$ cat config.mk
export PLATFORM = sky130hd
export DESIGN_NAME = uart_rx_packet_ctrl
export DESIGN_NICKNAME = d
export VERILOG_FILES = /design/src/rtl/uart_rx_packet_ctrl.sv
export SDC_FILE = /design/constraint.sdc
export NUM_CORES = 1
export LEC_CHECK = 0
export CAP_MARGIN = 20
export CORE_MARGIN = 1.5
export CORE_UTILIZATION = 57
export DETAILED_ROUTE_END_ITERATION = 6
export PLACE_DENSITY = 0.85
export SYNTH_ARGS = -nofsm -noshare
export SYNTH_HDL_FRONTEND = slang
export SYNTH_SLANG_ARGS = --single-unit
$ cat constraint.sdc
create_clock -name clk -period 5.06 [get_ports clk]
set_input_delay 1.012 -clock clk [delete_from_list [all_inputs] [get_ports clk]]
set_output_delay 1.012 -clock clk [all_outputs]
set_load 0.02 [all_outputs]
$ cat src/rtl/uart_rx_packet_ctrl.sv
`default_nettype none
// ============================================================================
// Module      : uart_rx_packet_ctrl
// Description : Acknowledges UART bytes, hunts for a sync byte, assembles a
//               fixed-length payload with XOR checksum and hands it off via
//               valid/ready. Aborts on line errors or inter-byte timeouts.
// Revision    : 1.0 - initial release
// ============================================================================
module uart_rx_packet_ctrl #(
    parameter logic [7:0] SYNC_BYTE = 8'hAA,
    parameter int         PKT_LEN   = 4,
    parameter int         TIMEOUT   = 20000
) (
    input  logic                   clk,
    input  logic                   rst_n,
    input  logic [7:0]             rx_data_i,
    input  logic                   rx_sent_i,
    input  logic [3:0]             rx_error_i,
    output logic                   rx_ack_o,
    output logic [8*PKT_LEN-1:0]   pkt_data_o,
    output logic                   pkt_valid_o,
    input  logic                   pkt_ready_i,
    output logic                   crc_err_o,
    output logic                   timeout_err_o,
    output logic                   frame_err_o,
    output logic [7:0]             drop_cnt_o
);

    localparam int c_idx_w = (PKT_LEN > 1) ? $clog2(PKT_LEN) : 1;
    localparam int c_tmr_w = $clog2(TIMEOUT);
    localparam logic [c_idx_w-1:0] c_last_idx = c_idx_w'(PKT_LEN - 1);
    localparam logic [c_tmr_w-1:0] c_tmr_last = c_tmr_w'(TIMEOUT - 1);

    typedef enum logic [1:0] {
        S_HUNT    = 2'd0,
        S_PAYLOAD = 2'd1,
        S_CHECK   = 2'd2,
        S_HOLD    = 2'd3
    } state_t;

    state_t                  state_q, state_d;
    logic [c_idx_w-1:0]      idx_q, idx_d;
    logic [c_tmr_w-1:0]      timer_q, timer_d;
    logic [7:0]              csum_q, csum_d;
    logic [8*PKT_LEN-1:0]    pkt_q, pkt_d;
    logic                    valid_q, valid_d;
    logic                    ack_q, ack_d;
    logic                    ack_pend_q, ack_pend_d;
    logic                    crc_q, crc_d;
    logic                    tout_q, tout_d;
    logic                    frame_q, frame_d;
    logic [7:0]              drop_q, drop_d;

    logic                    w_in_pkt;
    logic                    w_frame;
    logic                    w_take;
    logic                    w_drop;

    // A line error mid-packet pre-empts the byte; the byte stays pending and is
    // consumed later from HUNT.
    assign w_in_pkt = (state_q == S_PAYLOAD) || (state_q == S_CHECK);
    assign w_frame  = w_in_pkt && (rx_error_i != 4'd0);
    assign w_take   = rx_sent_i && (state_q != S_HOLD) && !ack_pend_q && !w_frame;

    always_comb begin
        state_d    = state_q;
        idx_d      = idx_q;
        timer_d    = timer_q;
        csum_d     = csum_q;
        pkt_d      = pkt_q;
        valid_d    = valid_q;
        crc_d      = 1'b0;
        tout_d     = 1'b0;
        frame_d    = 1'b0;
        w_drop     = 1'b0;
        ack_d      = w_take;
        ack_pend_d = ack_pend_q;

        if (w_take) begin
            ack_pend_d = 1'b1;
        end else if (!rx_sent_i) begin
            ack_pend_d = 1'b0;
        end

        case (state_q)
            S_HUNT: begin
                if (w_take && (rx_data_i == SYNC_BYTE)) begin
                    state_d = S_PAYLOAD;
                    idx_d   = '0;
                    csum_d  = 8'd0;
                    timer_d = '0;
                end
            end
            S_PAYLOAD, S_CHECK: begin
                if (w_frame) begin
                    frame_d = 1'b1;
                    w_drop  = 1'b1;
                    state_d = S_HUNT;
                    timer_d = '0;
                end else if (w_take) begin
                    timer_d = '0;
                    if (state_q == S_PAYLOAD) begin
                        for (int i = 0; i < PKT_LEN; i++) begin
                            if (idx_q == c_idx_w'(i)) begin
                                pkt_d[i*8 +: 8] = rx_data_i;
                            end
                        end
                        csum_d = csum_q ^ rx_data_i;
                        if (idx_q == c_last_idx) begin
                            state_d = S_CHECK;
                        end else begin
                            idx_d = idx_q + c_idx_w'(1);
                        end
                    end else if (rx_data_i == csum_q) begin
                        state_d = S_HOLD;
                        valid_d = 1'b1;
                    end else begin
                        crc_d   = 1'b1;
                        w_drop  = 1'b1;
                        state_d = S_HUNT;
                    end
                end else if (timer_q == c_tmr_last) begin
                    tout_d  = 1'b1;
                    w_drop  = 1'b1;
                    state_d = S_HUNT;
                    timer_d = '0;
                end else begin
                    timer_d = timer_q + c_tmr_w'(1);
                end
            end
            S_HOLD: begin
                if (pkt_ready_i) begin
                    valid_d = 1'b0;
                    state_d = S_HUNT;
                end
            end
            default: begin
                state_d = S_HUNT;
            end
        endcase

        drop_d = (w_drop && (drop_q != 8'hFF)) ? drop_q + 8'd1 : drop_q;
    end

    always_ff @(posedge clk or negedge rst_n) begin
        if (!rst_n) begin
            state_q    <= S_HUNT;
            idx_q      <= '0;
            timer_q    <= '0;
            csum_q     <= 8'd0;
            pkt_q      <= '0;
            valid_q    <= 1'b0;
            ack_q      <= 1'b0;
            ack_pend_q <= 1'b0;
            crc_q      <= 1'b0;
            tout_q     <= 1'b0;
            frame_q    <= 1'b0;
            drop_q     <= 8'd0;
        end else begin
            state_q    <= state_d;
            idx_q      <= idx_d;
            timer_q    <= timer_d;
            csum_q     <= csum_d;
            pkt_q      <= pkt_d;
            valid_q    <= valid_d;
            ack_q      <= ack_d;
            ack_pend_q <= ack_pend_d;
            crc_q      <= crc_d;
            tout_q     <= tout_d;
            frame_q    <= frame_d;
            drop_q     <= drop_d;
        end
    end

    assign rx_ack_o      = ack_q;
    assign pkt_data_o    = pkt_q;
    assign pkt_valid_o   = valid_q;
    assign crc_err_o     = crc_q;
    assign timeout_err_o = tout_q;
    assign frame_err_o   = frame_q;
    assign drop_cnt_o    = drop_q;

endmodule
`default_nettype wire
; Yosys cells after proc, flatten, opt, wreduce, memory -nomap -nowiden
; Cells that the tools add are included.
[word_totals]
latch_bits = 0
ramBits = 0
wordCells = 113
rom_bits = 0
register_bits = 73
memories = 0
in_bits = 16
[classes]
eq_ne = 22
div = 0
shifts = 0
bitwise = 2
mul = 0
addsub = 3
reduce_logical = 24
muxes = 47
order_cmp = 0
[op_table]
columns = operator, count
row1 = $mux W15, 4
row2 = $mux W8, 4
row3 = $pmux W15 S2, 1
row4 = $mux W2, 13
row5 = $reduce_and A5 Y1, 5
row6 = $mux W1, 21
row7 = $ne A2 B2 Y1 const B, 9
row8 = $pmux W8 S2, 1
row9 = $add A15 B1 Y15 const B, 1
row10 = $eq A15 B15 Y1 const B, 1
row11 = $reduce_and A6 Y1, 2
row12 = $add A8 B1 Y8 const B, 1
row13 = $eq A2 B2 Y1 const B, 4
row14 = $eq A8 B8 Y1, 1
row15 = $eq A8 B8 Y1 const B, 1
row16 = $ne A8 B8 Y1 const B, 1
row17 = $xor A8 B8 Y8, 1
row18 = $logic_and A1 B1 Y1, 6
row19 = $pmux W2 S3, 1
row20 = $ne A5 B5 Y1 const B, 1
row21 = $eq A2 B1 Y1 const B, 2
row22 = $logic_not A2 Y1, 2
row23 = $ne A4 B4 Y1 const B, 1
row24 = $pmux W2 S2, 1
row25 = 11 further kinds, 13

; Depth between registers and ports, before layout
[logic_depth]
word_depth = 9
ltp_mapped = 11
mapped_depth_nobuf = 9

; Least setup slack after synthesis
; Ideal clock, no wire load.
[synth_path]
path_type = input to register
from = in rx_error_i[1]
to = reg idx_q[1]
required_time_ns = 4.939
setup_ns = 0.121
path_buffers = 1
path_slack_ns = 2.340
t_arrival_ns = 2.599
stages = 6
cell_sequence = o41a_1 nand2b_4 o31a_1 buf_6 or3b_1 a22o_1
[synth_via]
elab_chain_cells = 7
word_cells_on_any_way = 9
[synth_lines]
columns = element, line_no
row1 = start: declaration, 18  ; input logic [3:0] rx_error_i,
row2 = $reduce_bool A4 Y1 (*), 62  ; assign w_frame = w_in_pkt && (rx_error_i != 4'd0);
row3 = $logic_and A1 B1 Y1 (*), 62
row4 = $logic_not A1 Y1, 63  ; assign w_take = rx_sent_i && (state_q != S_HOLD) && !ack_pend_q && !w_frame;
row5 = $logic_and A1 B1 Y1, 63
row6 = $logic_and A1 B1 Y1, 87  ; if (w_take && (rx_data_i == SYNC_BYTE)) begin
row7 = $ne A2 B2 Y1 (no source line), --
row8 = $reduce_and A6 Y1 (no source line) (*), --
row9 = end signal: assignment, 161  ; idx_q <= idx_d;
row10 = end: declaration, 42  ; logic [c_idx_w-1:0] idx_q, idx_d;
; Mark *: on every way between the ends. The rest lies on a longest branch, timed or not.
; A chain may end at the register's enable or synchronous reset.

; Final worst setup path
[layout_path]
from = in rx_data_i[3]
to = reg idx_q[1]
[layout_via]
elab_chain_cells = 4
[layout_lines]
columns = element, line_no
row1 = start: declaration, 16  ; input logic [7:0] rx_data_i,
row2 = $eq A8 B8 Y1, 87
row3 = $logic_and A1 B1 Y1, 87
row4 = $ne A2 B2 Y1 (no source line), --
row5 = $reduce_and A6 Y1 (no source line), --
; Every way passes these cells.

==> metrics.txt <==
status=finished clean; endpoints failing setup=0; synth warn=0; IO Port Bufs=60; Avg Cell Area, Syn=10.72 um2; final worst path period share=0.6721; H-tree depth=3; Final Max Tran Viols=0; hold_buf cts=0; Detailed Route WL=roughly 7600 um; Resize count post-CTS=0; vias in the first global route=2652; FMAX=294.1 MHz; combinational share of power=0.333; Buf+Inv Stages, Crit Path=1; Final nets=416; # clock sinks=73; drc violations=0; HPWL after DPL=5375 um; mux cell area share after synthesis=0.1188; async set-or-reset flop fraction in the synthesized netlist=1.000; clock share of power=0.257; worst rel slew slack=0.3187; Initial Util=0.5961; Yosys top cell area share=0.5116; clock skew=approximately 8.1 ps; Sw Share=0.3484; synth top area cells=dfrtp_1 (51%), mux2_2 (10%), ha_1 (3.9%); via/cell ratio=5.821; latest clock arrival within the worst-skew pair=360 ps; # IOs=61; Mapped Cells=about 330; largest net degree at the start of global routing=40; EDFF count, synth=0; Die Span Y=82.15 um; total power=1.886 mW; Main synth FF type=dfrtp_1; GRT Total Usage=0.2507; full die area=6749 um2; Fin. Hold Viols=0; Sequential Power Share=0.410; Setup TNS=0 ps; Max clock buf depth=2; # diodes=0; die width=around 82 um; drt wl/cell=16.22 um; first-pass GRT wire length=between 10000 and 15000 um; largest family of logic cells by synthesized area=simple AND/OR/NAND/NOR gates; area of the multi-input gates=1639 um2; cells along the critical path=clkdlybuf4s50_1 > nor4bb_1 > nand2_1 > o31a_1 > or3b_1 > a22o_1; register area share after synthesis=0.5116; clock slew at reported path FFs=70 ps; Routed Antenna Nets=0; CP delay by family, top=simple AND/OR/NAND/NOR gates; Synthesized Nets=360; synth cell count leaders=dfrtp_1 (73), nand2_1 (34), mux2_2 (32); power per standard cell area=427.5 nW/um2; Root Buffer=clkbuf_8; peak supply drop=between 0.3 and 0.4 mV; CP arrival=~3700 ps; Adder-Cell Fraction of Synth Area=0.03854; Simple-Gate Fraction of Synth Area=0.1636; area grow syn2layout=23.55%; Critical Path RT=around 5300 ps; drt first pass iters=4; gpl congestion=0.9207; library cells used by synthesis=52; count leader, synth=dfrtp_1; critical-path maximum fanout=27; startpoint types=primary input; GRT Residual Overflow=0; layout cells sized above 1=0.1523; DR vias=2730; FF+latch count, synth=73; WHS=494.8 ps; P_sw=657.2 uW; number of max-cap violations=0; Iteration-0 DRC Markers=164; Synth Area in XOR/XNOR=0.03434; Tightest Pin Transition=1022 ps; Worst Hold Class=flip-flop to flip-flop; RSZ-0062 raised after global routing=no; FF+latch area=1827 um2; total leakage power=between 2 and 2.5 nW; Setup Fix Bufs, Post-CTS=0; Core Rows=28; CTS tree=yes; Cell Area, Synth=3571 um2; crit path time final=roughly 3400 ps; cts bufs inserted=9; fillers=401; Core ar.=5991 um2; crit path capture type=flip-flop; Yosys top cell by area=dfrtp_1; initial antenna violation count=0; fraction of the mapped netlist area in compound gates=0.1037; Setup CP Type=primary input to flip-flop; Crit-path slowest cell=clkdlybuf4s50_1; internal power=1.229 mW; CP max stage delay=620 ps
==> registers in the layout, indices dropped and copies added (netlist names), 2 cells and up <==
register and cells:
pkt_data_o 32, timer_q 15, idx_q 2, csum_q 8, drop_cnt_o 8, state_q 2
==> power by group through the flow <==
stage	sequential, mW	clock, mW	combinational [mW]
floorplan	0.849	0	0.324
global placement	0.777	0	0.605
detailed placement	0.781	0	0.624
CTS	0.772	0.491	0.630
global route	0.788	0.517	0.684
finish	0.773	0.484	0.629
==> cells by family (layout without fill, tap and decap cells) <==
group	count (synthesis)	in the layout
compound gates	63	63
mux	38	38
fa+ha+maj	11	11
flops	73	73
xor+xnor	14	14
buf+inv	25	86
simple gates	109	109
==> final cells by class <==
| type | instances | area share |
|---|---|---|
| flip-flops and latches | 73 | 0.4141 |
| multi-input cells | 235 | 0.3715 |
| repair buffers | 61 | 0.1367 |
| clock buffers | 12 | 0.03744 |
| well taps | 75 | 0.02127 |
| clock inverters | 4 | 0.01134 |
| inverters | 9 | 0.007657 |
==> path summary, 6_finish.rpt <==
path | start | to | slack, ps | depth (start not counted)
worst max-delay path | rx_data_i[3] | idx_q[1]$_DFFE_PN0P_ | 1660 | 6
worst min-delay path | csum_q[3]$_DFFE_PN0P_ | csum_q[3]$_DFFE_PN0P_ | 490 | 1
worst max register to register | state_q[0]$_DFFE_PN0P_ | timer_q[8]$_DFFE_PN0P_ | 2010 | 8
worst min register to register | csum_q[3]$_DFFE_PN0P_ | csum_q[3]$_DFFE_PN0P_ | 490 | 1
max in group asynchronous | rst_n | pkt_data_o[24]$_DFFE_PN0P_ | 3370 | 2
min in group asynchronous | rst_n | pkt_data_o[1]$_DFFE_PN0P_ | 740 | 1
==> per-stage QoR <==
step,cell area (um2),util,std cells,worst slack (ps)
3_5_place_dp,4197,0.7005,453,1380
6_report,4412,0.7364,469,1659
4_1_cts,4412,0.7364,469,1695
3_3_place_gp,4197,0.7005,453,1432
2_1_floorplan,3571,-,333,2340
5_1_grt,4412,0.7364,469,1512
==> placed cells by master, fill, tap and decap left out, types with 2 or more instances in the layout <==
master           instances
and4_1                   2
nand2b_1                 6
o31ai_1                  3
and3_1                   6
nor4bb_1                 2
nand2_1                 34
o22ai_1                  3
mux2i_1                  3
o21ai_1                  2
nand3_1                 13
dfrtp_1                 73
nor2_1                  22
nand4_1                  3
nor3_1                   5
o41ai_1                  2
a31oi_1                  4
xnor2_1                  9
or2_2                    2
clkinvlp_4               2
mux2_1                   3
xor2_1                   5
mux2_2                  32
ha_1                    11
a21oi_1                 26
inv_1                    9
nor2b_1                  2
clkdlybuf4s50_1         59
o21ai_0                 14
clkbuf_8                12
==> worst reg2reg max path: stages, from the launching register on <==
cell      delay (ps)
dfrtp_1          430
inv_1             90
ha_1             660
o41a_1           320
nand2b_4         180
o31a_1           820
nor3_4           110
and4_1           250
nor3_1           120
==> layer usage <==
metal  vias up  GRT usage  wire [um]
li1       1286          -          -
met1      1358     0.3355       3453
met2        75     0.3943       3659
met3        11    0.06813        355
met4         0    0.08814        140
met5         -          0          0
Note: power is estimated with default switching activity, not from simulation.
